**src/rtl/mipi_packet_framer.sv**
```systemverilog
// mipi_packet_framer: frames a MIPI-style packet on the TX lane.
// The packet is a {SOF,SOF} preamble, then a header, then half-swapped payload
// words, then a one-cycle trailer, then an idle gap.
// Optional build macro FRAMER_HDR_CHECK_EN: rejects a start whose header equals
// {SOF,SOF}. When it is left undefined, hdr_err is tied low.
module mipi_packet_framer #(
  parameter int unsigned PREAMBLE_LEN = 2,
  parameter int unsigned GAP_CYCLES   = 4,
  parameter logic [23:0] SOF          = 24'hEAFF99
) (
  input  logic        tx_pixel_clk,
  input  logic        rst_n,
  input  logic        start,
  input  logic [7:0]  dtype,
  input  logic [31:0] dlen,
  input  logic [7:0]  phl_id,
  input  logic [47:0] payload,
  input  logic        payload_valid,
  output logic        payload_ready,
  output logic [47:0] packet,
  output logic        tx_valid,
  output logic        busy,
  output logic        done,
  output logic        underrun,
  output logic        hdr_err
);

  localparam int unsigned PKT_W = 48;
  localparam int unsigned LEN_W = 32;
  localparam int unsigned K_W   = 33;
  localparam int unsigned PRE_W = 4;
  localparam int unsigned GAP_W = 8;
  localparam int unsigned ST_W  = 3;

  localparam logic [ST_W-1:0] ST_IDLE  = 3'd0;
  localparam logic [ST_W-1:0] ST_PRE   = 3'd1;
  localparam logic [ST_W-1:0] ST_HDR   = 3'd2;
  localparam logic [ST_W-1:0] ST_DATA  = 3'd3;
  localparam logic [ST_W-1:0] ST_TRAIL = 3'd4;
  localparam logic [ST_W-1:0] ST_GAP   = 3'd5;

  localparam logic [PKT_W-1:0] SOF_WORD = {SOF, SOF};

  logic [ST_W-1:0]  state_d,    state_q;
  logic [PKT_W-1:0] packet_d,   packet_q;
  logic             tx_valid_d, tx_valid_q;
  logic             done_d,     done_q;
  logic             underrun_d, underrun_q;
  logic [PRE_W-1:0] pre_cnt_d,  pre_cnt_q;
  logic [GAP_W-1:0] gap_cnt_d,  gap_cnt_q;
  logic [K_W-1:0]   k_d,        k_q;
  logic [7:0]       dtype_d,    dtype_q;
  logic [LEN_W-1:0] dlen_d,     dlen_q;
  logic [7:0]       phl_id_d,   phl_id_q;

  logic             more_words_c;
  logic             payload_ready_c;
  logic             hdr_match_c;
  logic [PKT_W-1:0] data_word_c;

  // k is the byte offset of the word on the lane; 33 bits so k+6 never wraps
  assign more_words_c = (k_q + K_W'(6)) < {1'b0, dlen_q};

  // A data word is consumed at the edge that closes HDR (non-empty) or a non-final DATA cycle
  always_comb begin
    payload_ready_c = 1'b0;
    if (state_q == ST_HDR) begin
      payload_ready_c = (dlen_q != '0);
    end else if (state_q == ST_DATA) begin
      payload_ready_c = more_words_c;
    end
  end

  // Half-swapped payload, or an all-zero filler slot on underrun
  assign data_word_c = payload_valid ? {payload[23:0], payload[47:24]} : '0;

`ifdef FRAMER_HDR_CHECK_EN
  logic hdr_err_d, hdr_err_q;

  assign hdr_match_c = ({dtype, dlen, phl_id} == SOF_WORD);

  // Flag a rejected start one cycle after it is seen in IDLE
  always_comb begin
    hdr_err_d = 1'b0;
    if ((state_q == ST_IDLE) && start && hdr_match_c) begin
      hdr_err_d = 1'b1;
    end
  end

  // Rejection pulse register
  always_ff @(posedge tx_pixel_clk or negedge rst_n) begin
    if (!rst_n) begin
      hdr_err_q <= 1'b0;
    end else begin
      hdr_err_q <= hdr_err_d;
    end
  end

  assign hdr_err = hdr_err_q;
`else
  assign hdr_match_c = 1'b0;
  assign hdr_err     = 1'b0;
`endif

  // Next-state and next-output logic for the framing sequence
  always_comb begin
    state_d    = state_q;
    packet_d   = packet_q;
    tx_valid_d = tx_valid_q;
    done_d     = 1'b0;
    underrun_d = 1'b0;
    pre_cnt_d  = pre_cnt_q;
    gap_cnt_d  = gap_cnt_q;
    k_d        = k_q;
    dtype_d    = dtype_q;
    dlen_d     = dlen_q;
    phl_id_d   = phl_id_q;

    case (state_q)
      ST_IDLE: begin
        if (start && !hdr_match_c) begin
          dtype_d    = dtype;
          dlen_d     = dlen;
          phl_id_d   = phl_id;
          packet_d   = SOF_WORD;
          tx_valid_d = 1'b1;
          pre_cnt_d  = PRE_W'(1);
          state_d    = ST_PRE;
        end
      end

      ST_PRE: begin
        if (pre_cnt_q < PRE_W'(PREAMBLE_LEN)) begin
          pre_cnt_d = pre_cnt_q + PRE_W'(1);
        end else begin
          pre_cnt_d = '0;
          packet_d  = {dtype_q, dlen_q, phl_id_q};
          state_d   = ST_HDR;
        end
      end

      ST_HDR: begin
        if (payload_ready_c) begin
          packet_d   = data_word_c;
          tx_valid_d = 1'b1;
          underrun_d = !payload_valid;
          k_d        = '0;
          state_d    = ST_DATA;
        end else begin
          packet_d   = '0;
          tx_valid_d = 1'b0;
          done_d     = 1'b1;
          state_d    = ST_TRAIL;
        end
      end

      ST_DATA: begin
        if (payload_ready_c) begin
          packet_d   = data_word_c;
          tx_valid_d = 1'b1;
          underrun_d = !payload_valid;
          k_d        = k_q + K_W'(6);
        end else begin
          packet_d   = '0;
          tx_valid_d = 1'b0;
          done_d     = 1'b1;
          state_d    = ST_TRAIL;
        end
      end

      ST_TRAIL: begin
        packet_d   = '0;
        tx_valid_d = 1'b0;
        k_d        = '0;
        gap_cnt_d  = GAP_W'(1);
        state_d    = ST_GAP;
      end

      ST_GAP: begin
        packet_d   = '0;
        tx_valid_d = 1'b0;
        if (gap_cnt_q < GAP_W'(GAP_CYCLES)) begin
          gap_cnt_d = gap_cnt_q + GAP_W'(1);
        end else begin
          gap_cnt_d = '0;
          state_d   = ST_IDLE;
        end
      end

      default: begin
        packet_d   = '0;
        tx_valid_d = 1'b0;
        state_d    = ST_IDLE;
      end
    endcase
  end

  // State, output and counter registers; reset aborts any packet in flight
  always_ff @(posedge tx_pixel_clk or negedge rst_n) begin
    if (!rst_n) begin
      state_q    <= ST_IDLE;
      packet_q   <= '0;
      tx_valid_q <= 1'b0;
      done_q     <= 1'b0;
      underrun_q <= 1'b0;
      pre_cnt_q  <= '0;
      gap_cnt_q  <= '0;
      k_q        <= '0;
      dtype_q    <= '0;
      dlen_q     <= '0;
      phl_id_q   <= '0;
    end else begin
      state_q    <= state_d;
      packet_q   <= packet_d;
      tx_valid_q <= tx_valid_d;
      done_q     <= done_d;
      underrun_q <= underrun_d;
      pre_cnt_q  <= pre_cnt_d;
      gap_cnt_q  <= gap_cnt_d;
      k_q        <= k_d;
      dtype_q    <= dtype_d;
      dlen_q     <= dlen_d;
      phl_id_q   <= phl_id_d;
    end
  end

  assign payload_ready = payload_ready_c;
  assign packet        = packet_q;
  assign tx_valid      = tx_valid_q;
  assign busy          = (state_q != ST_IDLE);
  assign done          = done_q;
  assign underrun      = underrun_q;

endmodule
```
**config.mk**
```make
export PLATFORM = sky130hd
export DESIGN_NAME = mipi_packet_framer
export DESIGN_NICKNAME = d
export VERILOG_FILES = /design/src/rtl/mipi_packet_framer.sv
export SDC_FILE = /design/constraint.sdc
export NUM_CORES = 1
export LEC_CHECK = 0
export CAP_MARGIN = 20
export CORE_MARGIN = 2
export CORE_UTILIZATION = 47
export DETAILED_ROUTE_END_ITERATION = 16
export GPL_ROUTABILITY_DRIVEN = 0
export PLACE_DENSITY = 0.77
export SLEW_MARGIN = 20
export SYNTH_ARGS = -nofsm -noshare
export SYNTH_HDL_FRONTEND = slang
export SYNTH_SLANG_ARGS = --single-unit
```
**constraint.sdc**
```tcl
create_clock -name tx_pixel_clk -period 3.55 [get_ports tx_pixel_clk]
set_input_delay 0.355 -clock tx_pixel_clk [delete_from_list [all_inputs] [get_ports tx_pixel_clk]]
set_output_delay 0.355 -clock tx_pixel_clk [all_outputs]
set_load 0.005 [all_outputs]
```
==> impl_results.md <==
* Top cell type by total area after synthesis: dfrtp_1
* HP Start: payload[39]
* I/O Pins at 154
* DIE AREA at 17300 um^2
* Initial Util at 48.0%
* Status: finished with violations
* Crit-path max FO at 3
* Fraction of registers with async set/reset at 100%
* Synth cell types at 52
* DR vias at 7237
* Overall routing resource usage at 25.7%
* Slew Limit Fails at 0
* Period utilization at 110%
* Max-cap violation count at 0
* Critical R2R Capture: packet[26]
* DR DRC count at 0
* #FFs+latches synth at 146
* Req. time, crit path at 3.19 ns
* Area grow syn2layout at 45.8%
* Setup slack, reg-to-reg at -0.33 ns
* Grt total ovfl at 0
* RSZ-0062 raised after global routing: yes
* Worst Hold Depth at 2
* Initial antenna violation count at 1
* Clock Tree Buf Depth at 2
* Post-synthesis average cell area at 9.74 um^2
* Critical Path AT at 3.54 ns
* Top cells by area, synth: dfrtp_1 (48%), o21ai_0 (6.4%), ha_1 (5.6%)
* Psw at 0.00320 W
* Violated checks: setup timing
* Crit Path Class: register to primary output
* Top FF cell, synth: dfrtp_1
* 1st-pass router iterations at 7
* Syn nets at 917
* CORE AREA at 15900 um^2
* Iter 0 DRT Violations at 564
* Post-DR vias/cell at 5.81
* Slew @ Worst Pin at 0.790 ns
* Clock share of power at 21.4%
* PnR worst setup slack at -0.342 ns
* Synth warn at 0
* Internal power at 0.00505 W
* Final ANT Viol Nets at 0
* Worst-path clk slew at 0.07 ns
* Hpwl dp at 15300 um
* # rows at 46
* H-tree levels at 4
* TritonCTS clock tree: yes
* Setup TNS at -18.09 ns
* Post-synthesis cell area at 7630 um^2
* Final critical delay including setup and external delays at 3.89 ns
* Share of cells above drive strength 1 at 21.0%
* CTS Buf Count at 17
* Slew HR at 47.4%
* PD cells at 741 nW/um^2
* Vias in the first global route at 6755
* Port bufs at 152
* # clock sinks at 146
* Worst Setup Start Kind: register
* Max VDD drop at 0.000546 V
* DRT Wirelength at 25000 um
* Top-area cell type share of the netlist area at 47.9%
* Flop pwr share at 32.2%
* Clock Root Buffer: clkbuf_16
* Clock Skews at 0.0128 ns
* Synth Instances at 783
* Largest net degree at the start of global routing at 82
* P_leak at 5.16 nW
* Seq/Total Area, Yosys at 47.9%
* Routed len/inst at 20.1 um
* Worst hold path type: input pin to register
* Switching share of power at 38.8%
* Peak Freq at 257 MHz
* Final hold slack at 0.474 ns
* Clk_lat worst skew at 0.43 ns
* Min-Delay Endpoint: packet[15]
* Die height at 131 um
* R2r worst-path depth at 17
* Global-route wire length before repair at 35600 um
* Width of the die at 131 um
* Post-synth EDFFs at 0
* Crit. End Element: primary output
* Final-stage net count at 1150
* Final hold viol count at 0
* Comb pwr share at 46.4%
* R2R Path Start: k_q[10]
* Setup violators final at 77
routing by layer:
metal	GRT usage, %	vias to the layer above	routed length, um
met2	41.8	305	12200
met4	10.7	0	970
met1	33.9	3580	10300
li1	-	3271	-
met3	4.82	81	1630
met5	0	-	0
repair_timing:
item | CTS | global route
resized for setup | 24 | 59
hold buffers | 1 | 0
gates cloned | 0 | 8
endpoints found under the setup margin | 81 | 81
pin swaps | 22 | 13
hold endpoints to repair | 3 | 0
buffers inserted | 15 | 24
final cells by class:
cell class,count,area [um^2]
fill,1135,4760
multi-input combinational,548,3900
sequential,146,3650
timing repair buffer,265,2580
clock buffer,19,453
tap,216,270
inverter,38,143
clock inverter,13,125
antenna,1,2.50
placed cells by master (no fill, tap or decap), types with 3 or more instances in the layout:
master | netlist | routed
and2_1 | 8 | 7
nand2_1 | 87 | 86
clkinv_4 | 0 | 4
o21ai_1 | 0 | 13
buf_4 | 2 | 91
o21a_1 | 3 | 3
dfrtp_1 | 146 | 146
o21ai_2 | 0 | 4
a21o_1 | 21 | 21
and4_1 | 7 | 6
a221o_1 | 10 | 10
o2bb2ai_2 | 0 | 9
o2bb2ai_1 | 34 | 25
xor2_1 | 13 | 8
or2_2 | 3 | 3
a21oi_1 | 20 | 17
xnor2_1 | 15 | 15
ha_1 | 34 | 31
a22o_1 | 16 | 16
inv_1 | 38 | 37
nor2_4 | 0 | 4
clkbuf_16 | 0 | 22
mux2_2 | 18 | 18
clkdlybuf4s50_1 | 0 | 150
and3_1 | 18 | 18
buf_12 | 0 | 7
nor2_1 | 33 | 28
nand3b_1 | 11 | 11
inv_6 | 0 | 4
xor2_2 | 0 | 5
nor2b_1 | 4 | 4
nor3_1 | 6 | 4
nand4_1 | 10 | 10
o21ai_0 | 98 | 81
nand3_1 | 37 | 35
nor4_1 | 9 | 9
buf_6 | 4 | 9
worst max-delay path by stage:
| stage | slack [ns] | start | end |
|---|---|---|---|
| floorplan | -0.02 | k_q[1] | payload_ready |
| global placement | -0.19 | k_q[9] | payload_ready |
| detailed placement | -0.26 | k_q[5] | payload_ready |
| CTS | -0.26 | k_q[3] | payload_ready |
| global route | -0.52 | k_q[23] | packet[30] |
| finish | -0.34 | k_q[10] | payload_ready |
stage by stage:
step	area (um^2)	utilization [%]	total power [W]	std cells	setup WS, ns
3_5_place_dp	9770	61.5	0.00590	1165	-0.260
6_report	11100	70.0	0.00824	1246	-0.342
4_1_cts	10600	66.4	0.00774	1213	-0.264
2_1_floorplan	7680	-	0.00454	783	-0.0242
3_3_place_gp	9760	61.5	0.00579	1164	-0.186
5_1_grt	11100	70.0	0.00871	1246	-0.524
cells by family (layout without fill, tap and decap cells):
logic type	Yosys count	in the layout	synth area share (%)
flops	146	146	47.9
other cells	1	2	0.0491
fa+ha+maj	34	34	5.58
buf+inv	90	335	5.00
xor+xnor	28	28	3.21
mux	19	19	2.79
simple gates	247	248	16.6
compound gates	218	218	18.9
power by group through the flow:
stage,Clock (W),Combinational (W),Sequential [W]
global placement,0,0.00316,0.00263
floorplan,0,0.00200,0.00254
detailed placement,0,0.00324,0.00265
global route,0.00185,0.00415,0.00272
finish,0.00176,0.00382,0.00266
CTS,0.00177,0.00333,0.00264
state kept, by name, indices dropped and copies added, names as in the netlist:
| register | cells |
|---|---|
| tx_valid | 1 |
| dtype_q | 8 |
| underrun | 1 |
| k_q | 32 |
| packet | 48 |
| state_q | 3 |
| gap_cnt_q | 8 |
| dlen_q | 32 |
| phl_id_q | 8 |
| pre_cnt_q | 4 |
| done | 1 |
cell usage after synthesis (18+ instances only):
library cell  count
nand3_1          37
nand2_1          87
a21oi_1          20
o2bb2ai_1        34
a21o_1           21
nor2_1           33
and3_1           18
inv_1            38
mux2_2           18
ha_1             34
o21ai_0          98
dfrtp_1         146
clkbuf_1         41
critical path, stage by stage (launching register included):
cell and delay [ns]:
dfrtp_1 0.37, buf_6 0.11, nand4_1 0.19, nor4_4 0.35, nand3_2 0.18, nor3_4 0.19, xor2_2 0.21, ha_1 0.29
nand3_1 0.10, nand2_1 0.06, a211o_1 0.25, o31a_1 0.26, and4b_2 0.30, a21o_1 0.13, buf_2 0.12
No activity file was read; power rests on OpenSTA's default activity.
